===== src/rtl/refresh_sched_pkg.sv =====
// Shared definitions for the refresh scheduler.
// Holds the scheduler state encoding and the default parameter values
// used by refresh_sched and refresh_timer.
package refresh_sched_pkg;

    localparam int RATE_W_DEF = 12;  // interval register / down-counter width
    localparam int PEND_W_DEF = 3;   // owed-refresh counter width
    localparam int URG_TH_DEF = 4;   // backlog level that flags urgency

    typedef enum logic [1:0] {
        IDLE = 2'b00,
        REQ  = 2'b01,
        BUSY = 2'b10
    } state_t;

endpackage


===== src/rtl/refresh_sched_if.sv =====
// Refresh handshake between the scheduler, the bus arbiter and the
// memory controller.
//   refreq  : refresh request to the arbiter (scheduler drives)
//   refurg  : backlog is at or above the urgency threshold (scheduler drives)
//   refack  : arbiter grant level for the refresh slot (scheduler samples)
//   refdone : one-cycle completion pulse from the memory controller
// master = scheduler side, slave = arbiter / memory-controller side.
interface refresh_sched_if;

    logic refreq;
    logic refurg;
    logic refack;
    logic refdone;

    modport master (output refreq, output refurg, input refack, input refdone);
    modport slave  (input refreq, input refurg, output refack, output refdone);

endinterface


===== src/rtl/refresh_timer.sv =====
// Programmable refresh interval timer.
// Ports:
//   clk, resetl : clock, synchronous active-low reset
//   rate_ld     : write strobe for the interval register
//   rate_din    : new interval, in clocks (0 stops the timer)
//   tick        : high for the cycle that ends one full interval
module refresh_timer
    import refresh_sched_pkg::*;
#(
    parameter int RATE_W = RATE_W_DEF
) (
    input  logic              clk,
    input  logic              resetl,
    input  logic              rate_ld,
    input  logic [RATE_W-1:0] rate_din,
    output logic              tick
);

    logic [RATE_W-1:0] rate;
    logic [RATE_W-1:0] cnt;

    // cnt holds "clocks left minus one", so cnt==0 marks the last clock of
    // an interval. Loading D gives the first tick D clocks after the write.
    // A write restarts the interval, so any tick in that cycle is dropped.
    assign tick = !rate_ld && (rate != '0) && (cnt == '0);

    // NOTE: state registers use non-blocking assignments so every flop
    // samples the pre-edge values, independent of statement order.
    always_ff @(posedge clk) begin
        if (!resetl) begin
            rate <= '0;
            cnt  <= '0;
        end else if (rate_ld) begin
            rate <= rate_din;
            cnt  <= rate_din - RATE_W'(1);
        end else if (rate != '0) begin
            cnt <= (cnt == '0) ? rate - RATE_W'(1) : cnt - RATE_W'(1);
        end
    end

endmodule


===== src/rtl/refresh_sched.sv =====
// DRAM refresh scheduler.
// Divides clk by a programmable interval, keeps a saturating count of owed
// refreshes and runs the request/grant/done handshake for each refresh.
// Ports:
//   clk, resetl : clock, synchronous active-low reset
//   rate_ld     : interval register write strobe
//   rate_din    : new interval in clocks (0 stops ticking)
//   refen       : when low, timer ticks are not counted
//   bus         : refreq/refurg out, refack/refdone in (master side)
//   pend        : current owed-refresh count
//   refovf      : sticky, a tick was lost while pend was saturated
module refresh_sched
    import refresh_sched_pkg::*;
#(
    parameter int RATE_W = RATE_W_DEF,
    parameter int PEND_W = PEND_W_DEF,
    parameter int URG_TH = URG_TH_DEF
) (
    input  logic                clk,
    input  logic                resetl,
    input  logic                rate_ld,
    input  logic [RATE_W-1:0]   rate_din,
    input  logic                refen,
    refresh_sched_if.master     bus,
    output logic [PEND_W-1:0]   pend,
    output logic                refovf
);

    localparam logic [PEND_W-1:0] PEND_MAX = '1;
    localparam logic [PEND_W-1:0] URG_LVL  = PEND_W'(URG_TH);

    logic              tick;
    logic              tick_cnt;
    logic              done_acc;
    logic [PEND_W-1:0] pend_nxt;
    logic              ovf_nxt;
    state_t            state;
    state_t            state_nxt;
    logic              refreq_q;
    logic              refurg_q;

    refresh_timer #(.RATE_W(RATE_W)) u_timer (
        .clk      (clk),
        .resetl   (resetl),
        .rate_ld  (rate_ld),
        .rate_din (rate_din),
        .tick     (tick)
    );

    // NOTE: every signal written here gets a default first, so no path
    // leaves it unassigned and no latch is inferred.
    always_comb begin
        tick_cnt  = tick && refen;
        done_acc  = bus.refdone && (state == BUSY);
        pend_nxt  = pend;
        ovf_nxt   = refovf;
        state_nxt = state;

        // A counted tick and an accepted done in the same cycle cancel.
        if (tick_cnt && !done_acc) begin
            if (pend == PEND_MAX) ovf_nxt = 1'b1;
            else                  pend_nxt = pend + PEND_W'(1);
        end else if (done_acc && !tick_cnt) begin
            pend_nxt = pend - PEND_W'(1);
        end

        unique case (state)
            // Uses the registered backlog, so the request follows the
            // tick that raised pend by one cycle.
            IDLE: if (pend != '0) state_nxt = REQ;
            REQ:  if (bus.refack) state_nxt = BUSY;
            BUSY: if (done_acc)   state_nxt = (pend_nxt != '0) ? REQ : IDLE;
            default: state_nxt = IDLE;
        endcase
    end

    always_ff @(posedge clk) begin
        if (!resetl) begin
            state    <= IDLE;
            pend     <= '0;
            refovf   <= 1'b0;
            refreq_q <= 1'b0;
            refurg_q <= 1'b0;
        end else begin
            state    <= state_nxt;
            pend     <= pend_nxt;
            refovf   <= ovf_nxt;
            refreq_q <= (state_nxt == REQ);
            refurg_q <= (pend_nxt >= URG_LVL);
        end
    end

    assign bus.refreq = refreq_q;
    assign bus.refurg = refurg_q;

endmodule


===== src/flat_wrapper.sv =====
// flat-port wrapper written by rule: the top's interface ports become plain ports
module refresh_sched_flat import refresh_sched_pkg::*;
#(
    parameter int RATE_W = RATE_W_DEF,
    parameter int PEND_W = PEND_W_DEF,
    parameter int URG_TH = URG_TH_DEF
)
  (clk, resetl, rate_ld, rate_din, refen, pend, refovf, bus_refreq, bus_refurg, bus_refack, bus_refdone);
  refresh_sched_if bus_i ();
  input  logic clk;
  input  logic resetl;
  input  logic rate_ld;
  input  logic [RATE_W-1:0] rate_din;
  input  logic refen;
  output logic [PEND_W-1:0] pend;
  output logic refovf;
  output wire logic [$bits(bus_i.refreq)-1:0] bus_refreq;
  output wire logic [$bits(bus_i.refurg)-1:0] bus_refurg;
  input wire logic [$bits(bus_i.refack)-1:0] bus_refack;
  input wire logic [$bits(bus_i.refdone)-1:0] bus_refdone;
  assign bus_refreq = bus_i.refreq;
  assign bus_refurg = bus_i.refurg;
  assign bus_i.refack = bus_refack;
  assign bus_i.refdone = bus_refdone;
  refresh_sched #(.RATE_W(RATE_W), .PEND_W(PEND_W), .URG_TH(URG_TH)) u_core (.clk(clk), .resetl(resetl), .rate_ld(rate_ld), .rate_din(rate_din), .refen(refen), .bus(bus_i), .pend(pend), .refovf(refovf));
endmodule

===== config.mk =====
export PLATFORM = sky130hd
export DESIGN_NAME = refresh_sched_flat
export DESIGN_NICKNAME = d
export VERILOG_FILES = /design/src/rtl/refresh_sched_pkg.sv /design/src/rtl/refresh_sched_if.sv /design/src/rtl/refresh_timer.sv /design/src/rtl/refresh_sched.sv /design/src/flat_wrapper.sv
export SDC_FILE = /design/constraint.sdc
export NUM_CORES = 1
export LEC_CHECK = 0
export ABC_AREA = 1
export CAP_MARGIN = 5
export CORE_UTILIZATION = 56
export CTS_CLUSTER_SIZE = 40
export DETAILED_ROUTE_END_ITERATION = 16
export PLACE_DENSITY = 0.89
export SLEW_MARGIN = 40
export SYNTH_ARGS = -nofsm -noshare
export SYNTH_HDL_FRONTEND = slang
export SYNTH_SLANG_ARGS = --single-unit

===== constraint.sdc =====
create_clock -name clk -period 2.33 [get_ports clk]
set_clock_uncertainty 0.15 [all_clocks]
set_input_delay 0.3495 -clock clk [delete_from_list [all_inputs] [get_ports clk]]
set_output_delay 0.3495 -clock clk [all_outputs]
set_load 0.005 [all_outputs]

# Word-level counts from Yosys, hierarchy flattened
# Cells that the tools add are included.
word_totals:
  wordCells: 44
  output_inout_bits: 6
  ff_bits: 32
op_classes:
  n_mux: 11
  order_cmp: 1
  n_addsub: 5
  eq_ne: 4
  n_reduce_logical: 16
ops:
  columns: ["cell", "count"]
  rows:
  - ["12-bit two-way mux", 3]
  - ["12-bit by 1-bit subtractor with 12-bit output (second input constant)", 3]
  - ["12-bit zero test", 1]
  - ["12-bit nonzero test", 1]
  - ["3-bit two-way mux", 3]
  - ["1-bit logical AND", 6]
  - ["2-bit two-way mux", 3]
  - ["2-bit one-hot mux with 3 select lines", 1]
  - ["3-bit nonzero test", 2]
  - ["2-bit by 1-bit equality test with 1-bit output (second input constant)", 2]
  - ["3-bit by 1-bit adder with 3-bit output (second input constant)", 1]
  - ["3-bit equality test (second input constant)", 1]
  - ["3-bit >= comparator (second input constant)", 1]
  - ["1-bit zero test", 3]
  - ["3-bit by 1-bit subtractor with 3-bit output (second input constant)", 1]
  - ["2-bit equality test (second input constant)", 1]
  - ["2-bit zero test", 1]
  - ["2-bit AND reduction", 1]
  - ["2-bit nonzero test", 1]
  - ["1-bit two-way mux", 1]

# Depth between registers and ports, before layout
# Gate-level depths: netlist (run 1).
logic_depth:
  word_depth: 13
  mapped_depth: 19
  ltp_nobuf: 18

# By module
# Synthesis (run 1) repeated with hierarchy kept, for this count alone.
unflattened:
  hier_cells: 281
  hier_area_um2: 1958.1
by_module_without_submodules:
  columns: ["module", "area_per_inst_um2", "instances", "seq_area_each_um2", "cells_per_inst"]
  rows:
  - ["refresh_timer", 1503.9, 1, 480.5, 221]
  - ["refresh_sched", 454.2, 1, 160.2, 60]

# Worst setup path after synthesis (run 1)
# OpenSTA, ideal clock, no wires.
synth_path:
  kind: "register to register"
  from: "register u_core.u_timer.cnt[3]"
  to: "register u_core.u_timer.cnt[8]"
  n_path_buf: 2
  setup_slack_ps: 226
  required_time_ps: 2071
  arrival_time_ps: 1845
  stages_incl_launch_ff: 20
  synth_period_minus_slack_ps: 2104
  path_cell_list: "dfxtp_1 > nor2_1 > and2_4 > buf_6 > nand2_4 > buf_12 > nor2_2 > o21ai_1 > nand2_1 > inv_2 > ha_1 > inv_1 > nor2_2 > nand2_1 > nor2_2 > nand2_1 > nand2_1 > nand3_1 > nand2_1 > inv_1"
synth_between:
  elab_chain_len: 4
synth_rtl:
  columns: ["item", "line", "rtl"]
  rows:
  - ["from (decl)", "refresh_timer.sv:20", "logic [RATE_W-1:0] cnt;"]
  - ["from (signal assigned)", "refresh_timer.sv:35", "cnt <= rate_din - RATE_W'(1);"]
  - ["from (signal assigned)", "refresh_timer.sv:37", "cnt <= (cnt == '0) ? rate - RATE_W'(1) : cnt - RATE_W'(1);"]
  - ["12-bit by 1-bit subtractor with 12-bit output / 12-bit zero test (equally long branches)", "refresh_timer.sv:37", null]
  - ["12-bit two-way mux (*)", "refresh_timer.sv:37", null]
  - ["12-bit two-way mux (*)", "refresh_timer.sv:36", "end else if (rate != '0) begin"]
  - ["12-bit two-way mux (*)", "refresh_timer.sv:33", "end else if (rate_ld) begin"]
# Every way passes the cells marked *; elsewhere a longest branch is shown, timed or not. The select of a mux whose other input is x is not followed.
# A chain may end at the register's enable or synchronous reset.

# Worst setup path after layout (run 1)
layout_path:
  from: "register u_core.u_timer.cnt[8]"
  to: "register u_core.refreq_q, in the netlist u_core.bus.refreq"
layout_between:
  elab_chain_len: 12
layout_rtl:
  columns: ["item", "line", "rtl"]
  rows:
  - ["12-bit zero test (*)", "refresh_timer.sv:25", "assign tick = !rate_ld && (rate != '0) && (cnt == '0);"]
  - ["1-bit logical AND (*)", "refresh_timer.sv:25", null]
  - ["1-bit logical AND (*)", "refresh_sched.sv:53", "tick_cnt = tick && refen;"]
  - ["1-bit zero test", "refresh_sched.sv:63", "end else if (done_acc && !tick_cnt) begin"]
  - ["1-bit logical AND", "refresh_sched.sv:63", null]
  - ["3-bit two-way mux", "refresh_sched.sv:63", null]
  - ["3-bit two-way mux (*)", "refresh_sched.sv:60", "if (tick_cnt && !done_acc) begin"]
  - ["3-bit nonzero test (*)", "refresh_sched.sv:72", "BUSY: if (done_acc) state_nxt = (pend_nxt != '0) ? REQ : IDLE;"]
  - ["1-bit two-way mux (*)", "refresh_sched.sv:72", null]
  - ["2-bit two-way mux (*)", "refresh_sched.sv:72", null]
  - ["2-bit one-hot mux with 3 select lines (*)", "refresh_sched.sv:67", "unique case (state)"]
  - ["2-bit by 1-bit equality test with 1-bit output (*)", "refresh_sched.sv:88", "refreq_q <= (state_nxt == REQ);"]
  - ["to (signal assigned)", "refresh_sched.sv:88", null]
  - ["to (decl)", "refresh_sched.sv:39", "logic refreq_q;"]
# Every way passes the cells marked *; elsewhere a longest branch is shown, timed or not.

==> flow_summary.yaml, run 1 <==
status:
  status: "completed"
detailed_routing:
  drtIter0Drc: 158
  via_per_inst: 5.25
  first_pass_iters: 4
  ant_nets: 0
  num_vias: 2048
  wl_per_cell_microns: 12.2
  routed_wl_microns: 4770
  drc_errors: 0
grt:
  use_met3_pct: 6.42
  met1_usage_pct: 35.1
  grt_max_degree: 16
  grt-busiest-layer: "met2"
  grt_pass1_wl_microns: 7440
  grt.total_usage_pct: 27.0
  grt_overflow_total: 0
  gr-usage-met2_pct: 42.1
  grt_pass1_vias: 1709
  antenna_found_initial: 0
timing:
  grt_setup_unrepaired: "false"
  hold_viol: 0
  fmax_mhz: 477
  setup_viol: 0
  maxSlewViolCount: 0
  period_share_pct: 89.9
  tightest_slew_ps: 288
  period_minus_slack_ps: 2100
  slew_headroom_pct: 80.7
power:
  p_leak_nw: 1.12
  pwr_density_cell_mw_per_mm2: 562
  ir_drop_mv: 0.403
  power.total_mw: 1.37
setup_path:
  worstReg2RegStart: "u_core.u_timer.cnt[8]"
  arrival_ps: 2190
  r2r_slack_ps: 230
  worstSetupStartpointType: "register"
  crit_path_cell_trace: "nor2_1, nand2_1, nor2_4, buf_4, buf_4, nand3_1, nor2_1, nor2_1, nand2_1, nand3_1, o21ai_1, nand3_1, nand2_1, a21oi_1"
  critical_path_class: "reg2reg"
  ff2ff_path_depth: 14
  cp.required_ps: 2430
  regToRegEndpoint: "u_core.bus.refreq"
  worstPathMaxFanout: 3
  path_buf_inv: 2
  crit_slowest_cell: "dfxtp_1"
  end_kind: "register"
  critPathMaxStageDelay_ps: 360
  cpLargestDelayFamily: "simple AND/OR/NAND/NOR gates"
place:
  port_buffers: 23
  dp.cells: 380
  post-dp-hpwl_microns: 3710
  globalplace.congestion: 0.899
yosys:
  syn_inst: 303
  synth_flop_cell: "dfxtp_1"
  synth_edf_count: 0
  synth_cell_type_count: 36
  seq_area_frac_synth_pct: 31.8
  syn_area_sq_mm: 0.00201
  synth_warnings: 0
  synth_nets: 325
  synth-seq-cells: 32
  synth.avg_cell_area_sq_um: 6.64
  postSynth.asyncResetShare_pct: 0
die:
  die_area_sq_mm: 0.00384
  core_area_sq_mm: 0.00339
  die_height_microns: 61.9
  num_rows: 21
  ios: 24
  start_util_pct: 59.4
  die_w_microns: 61.9
worst_hold_path:
  whs_endpoint: "u_core.refovf"
  worstHoldPathCells: 1
  min_from: "u_core.refovf"
  hp-class: "reg2reg"
cts:
  clock_sinks: 32
  clock_latency_ps: 350
  path_clk_slew_ps: 110
  root_buffer: "clkbuf_4"
  numCtsBuffers: 5
  clockBufferDepth: 2
  ctsHoldBuffers: 0
  cts_max_level: 2
  cts_tree: "built"
final_layout:
  area_growth_pct: 21.3
  fin_cells: 390
  seq_area_sq_um: 643
  final_cell_mix: "70 x nand2_1, 38 x inv_1, 35 x nor2_1, 30 x dfxtp_1, 28 x nand3_1"
  antenna_cells: 0
  final_common_cell: "nand2_1"
  drive_gt1_share_pct: 18.3
  multi_input_area_sq_mm: 0.00114
  fillers: 270
  fin_nets: 365
flow_run:
  maxCapViolations: 0
## cells by family after synthesis
kind of cell	synth area share, %
fa+ha+maj	2.49
compound gates	14.9
simple gates	38.5
flops	31.8
buf+inv	12.3
## worst reg2reg max path: stages, from the launching register on
cell and delay (ps):
dfxtp_1 360, nor2_1 120, nand2_1 100, nor2_4 150, buf_4 130, buf_4 110
nand3_1 60, nor2_1 180, nor2_1 90, nand2_1 80, nand3_1 60, o21ai_1 140
nand3_1 110, nand2_1 100, a21oi_1 70
## cell type report
cell class / instances / share of cell area [%]
Timing Repair Buffer: 44 / 15.9
Multi-Input combinational cell: 218 / 46.5
Sequential cell: 32 / 26.3
Tap cell: 46 / 2.36
Clock inverter: 3 / 0.769
Clock buffer: 5 / 1.54
Inverter: 42 / 6.56
## synthesized netlist by cell type (3+ instances only)
master | n | share of area, %
a21boi_0 | 5 | 1.9
a21oi_1 | 21 | 5.2
buf_2 | 3 | 0.75
buf_4 | 3 | 1.1
dfxtp_1 | 32 | 32
ha_1 | 4 | 2.5
inv_1 | 38 | 7.1
inv_2 | 3 | 0.56
nand2_1 | 71 | 13
nand2_4 | 4 | 2.2
nand3_1 | 28 | 7.0
nand3_2 | 3 | 1.5
nor2_1 | 36 | 6.7
nor2_2 | 6 | 1.9
nor2_4 | 3 | 1.7
o21ai_0 | 11 | 2.7
o21ai_1 | 5 | 1.2
## state kept, by name, indices dropped and copies added (netlist names)
| signal | cells |
|---|---|
| u_core.bus.refreq | 1 |
| u_core.bus.refurg | 1 |
| u_core.pend | 3 |
| u_core.refovf | 1 |
| u_core.state | 2 |
| u_core.u_timer.cnt | 12 |
| u_core.u_timer.rate | 12 |
## metal layers
metal  wire [microns]  part of all wire (%)
met2             2230                    47
met1             2140                    45
met5                0                     0
met4              104                   2.2
met3              291                   6.1
## worst max path at each step
stage / from / endpoint / slack (ps) / cells after the start
after floorplan: u_core.u_timer.cnt[3] / u_core.u_timer.cnt[8] / 230 / 19
after global placement: rate_ld / u_core.u_timer.cnt[7] / 2 / 14
after detailed placement: rate_ld / u_core.u_timer.cnt[7] / -40 / 14
after CTS: u_core.u_timer.cnt[8] / u_core.u_timer.cnt[8] / 160 / 17
after global routing: u_core.u_timer.cnt[11] / u_core.u_timer.cnt[8] / 20 / 17
final: u_core.u_timer.cnt[8] / u_core.bus.refreq / 230 / 14
## where the power goes
group / internal [mW] / total (mW) / switching (mW)
Combinational: 0.182 / 0.429 / 0.247
Clock: 0.116 / 0.320 / 0.204
Sequential: 0.589 / 0.623 / 0.0337
Total: 0.886 / 1.37 / 0.485
## through the flow
step	TNS (ps)	utilization (%)	worst slack, ps	instance area [sq um]	hold WS [ps]
3_3_place_gp	0	69.5	1.66	2350	298
4_1_cts	0	71.1	161	2410	330
5_1_grt	0	72.0	17.4	2440	360
3_5_place_dp	-107	69.5	-42.3	2350	305
2_1_floorplan	0	-	226	2010	298
6_report	0	72.0	235	2440	324
## repair_timing
item | CTS | global route
setup endpoints to repair | 0 | 3
gates resized for setup | 0 | 6
buffers inserted | 0 | 2
No activity file was read; power rests on OpenSTA's default activity.
==> inputs of run 2 (changes only) <==
--- a/config.mk
+++ b/config.mk
@@ -8,8 +8,9 @@
 export ABC_AREA = 1
 export CAP_MARGIN = 5
 export CORE_UTILIZATION = 56
-export CTS_CLUSTER_SIZE = 40
 export DETAILED_ROUTE_END_ITERATION = 16
+export GPL_ROUTABILITY_DRIVEN = 0
+export GPL_TIMING_DRIVEN = 0
 export PLACE_DENSITY = 0.89
 export SLEW_MARGIN = 40
 export SYNTH_ARGS = -nofsm -noshare
==> run 2 against run 1 <==
Effect of this change: register-to-register slack lost 180 ps; sequential cell count did not move; via count is 0.49% higher; first-iteration DRC count decreased by 8.9%; utilization grew 0.22 points; non-clock buffer count decreased by 4; maximum frequency decreased by 7.9%; count of clock-buffer cells in the layout unchanged; worst setup slack got worse by 180 ps; critical endpoint is now u_core.u_timer.cnt[9].
==> flow_summary.yaml, run 2 (synthesized netlist as in run 1, its figures left out) <==
setup_path:
  cpLargestDelayFamily: "simple AND/OR/NAND/NOR gates"
  worstSetupStartpointType: "register"
  worstPathMaxFanout: 7
  crit_path_end: "u_core.u_timer.cnt[9]"
  ff2ff_path_depth: 14
  crit_slowest_cell: "dfxtp_2"
  end_kind: "register"
  critical_path_class: "reg2reg"
  critPathMaxStageDelay_ps: 360
  path_buf_inv: 4
  crit_path_cell_trace: "nor2_2, nand2_1, nor2_4, nand2_4, buf_12, buf_4, o21ai_4, inv_1, nand3_1, inv_1, nand3_2, nor2_1, nor2_1, a21oi_1"
  cp.depth: 14
  arrival_ps: 2380
  regToRegEndpoint: "u_core.u_timer.cnt[9]"
  critPathLaunch: "u_core.u_timer.cnt[0]"
  r2r_slack_ps: 50
  cp.required_ps: 2430
  worstReg2RegStart: "u_core.u_timer.cnt[0]"
die:
  start_util_pct: 59.4
  core_area_sq_mm: 0.00339
  die_w_microns: 61.9
  ios: 24
  die_area_sq_mm: 0.00384
  num_rows: 21
  die_height_microns: 61.9
cts:
  path_clk_slew_ps: 110
  clock_sinks: 32
  root_buffer: "clkbuf_4"
  numCtsBuffers: 5
  clockBufferDepth: 2
  clock_latency_ps: 360
  cts_tree: "built"
  cts_max_level: 2
place:
  port_buffers: 22
  place_ws_ps: -77.9
  post-dp-hpwl_microns: 3620
  dp.cells: 371
timing:
  hold_viol: 0
  period_minus_slack_ps: 2280
  final.setup.worst_slack_ps: 53.8
  fin_hold_ws_ps: 166
  slew_headroom_pct: 67.5
  setup_tns_ps: 0
  maxSlewViolCount: 0
  setup_viol: 0
  period_share_pct: 97.7
  tightest_slew_ps: 487
  fmax_mhz: 439
grt:
  grt_pass1_wl_microns: 7610
  grt_overflow_total: 0
  antenna_found_initial: 0
  grt_max_degree: 13
  grt_pass1_vias: 1717
  grt.total_usage_pct: 28.1
worst_hold_path:
  hp-class: "in2reg"
power:
  power.total_mw: 1.42
  ir_drop_mv: 0.476
  seqPwrFrac_pct: 43.8
  clkPwrFrac_pct: 23.8
  switching_share_pct: 36.4
  internal_power_mw: 0.906
  pwr-share-comb_pct: 32.4
  power_switching_mw: 0.518
  p_leak_nw: 1.09
  pwr_density_cell_mw_per_mm2: 582
final_layout:
  fin_nets: 361
  area_growth_pct: 21.7
  fillers: 276
  fin_cells: 386
  drive_gt1_share_pct: 19.4
  final_common_cell: "nand2_1"
  reg.largest.list: "u_core.u_timer.cnt (12), u_core.u_timer.rate (12), u_core.pend (3)"
  final_cell_mix: "69 x nand2_1, 37 x inv_1, 33 x nor2_1, 28 x nand3_1, 26 x dfxtp_1"
  antenna_cells: 0
detailed_routing:
  num_vias: 2058
  routed_wl_microns: 4940
  ant_nets: 0
  first_pass_iters: 7
  wl_per_cell_microns: 12.8
  drc_errors: 0
  via_per_inst: 5.33
  drtIter0Drc: 144
flow_run:
  maxCapViolations: 0
status:
  status: "completed"
## run 2: cell types whose count changed in the layout (fill, tap and decap cells not counted), moves of 3 or more
cell / delta
buf_2: +3
dfxtp_1: -4
buf_4: -11
dfxtp_2: +4
## run 2: worst register-to-register path, stage by stage, from the launching register on
cell	delay [ps]
dfxtp_2	360
nor2_2	130
nand2_1	100
nor2_4	200
nand2_4	90
buf_12	140
buf_4	170
o21ai_4	160
inv_1	90
nand3_1	120
inv_1	100
nand3_2	110
nor2_1	50
nor2_1	120
a21oi_1	90
## run 2: worst min-delay path by stage
stage / cells after the start / start / endpoint / slack, ps
floorplan: 2 / u_core.u_timer.rate[7] / u_core.u_timer.rate[7] / 300
global placement: 1 / u_core.refovf / u_core.refovf / 300
detailed placement: 1 / u_core.refovf / u_core.refovf / 310
CTS: 3 / rate_ld / u_core.u_timer.rate[9] / 150
global route: 3 / rate_ld / u_core.u_timer.rate[9] / 170
finish: 3 / rate_ld / u_core.u_timer.rate[9] / 170
## run 2: final cells by class
type                    count  area [sq um]  area share, %
flip-flops and latches     32           648           26.5
clock inverters             3          23.8          0.971
multi-input cells         218          1160           47.4
well taps                  46          57.6           2.35
plain buffers              11          87.6           3.58
clock buffers               5          37.5           1.53
repair buffers             29           273           11.1
inverters                  42           160           6.54
## run 2: stage by stage
step	util [%]	instance area (sq um)
floorplan	-	2010
global placement	67.6	2290
detailed placement	67.6	2290
CTS	70.5	2390
global route	72.2	2450
finish	72.2	2450
## run 2: power by group through the flow
stage / sequential (mW) / clock, mW / combinational (mW)
finish: 0.624 / 0.339 / 0.462
global route: 0.628 / 0.375 / 0.511
CTS: 0.620 / 0.348 / 0.424
detailed placement: 0.633 / 0 / 0.406
global placement: 0.632 / 0 / 0.397
floorplan: 0.621 / 0 / 0.314
## run 2: what timing repair did
item,in CTS,in global routing
resized for setup,5,11
hold buffers,0,0
setup buffers,4,3
pin swaps,2,5
setup endpoints to repair,2,7
## run 2: routing by layer
layer / track usage [%] / vias to the layer above / part of all wire, %
met2: 45.7 / 63 / 47
met1: 35.9 / 943 / 45
met5: 0 / - / 0
li1: - / 1040 / -
met4: 9.84 / 0 / 2.2
met3: 7.45 / 12 / 5.8
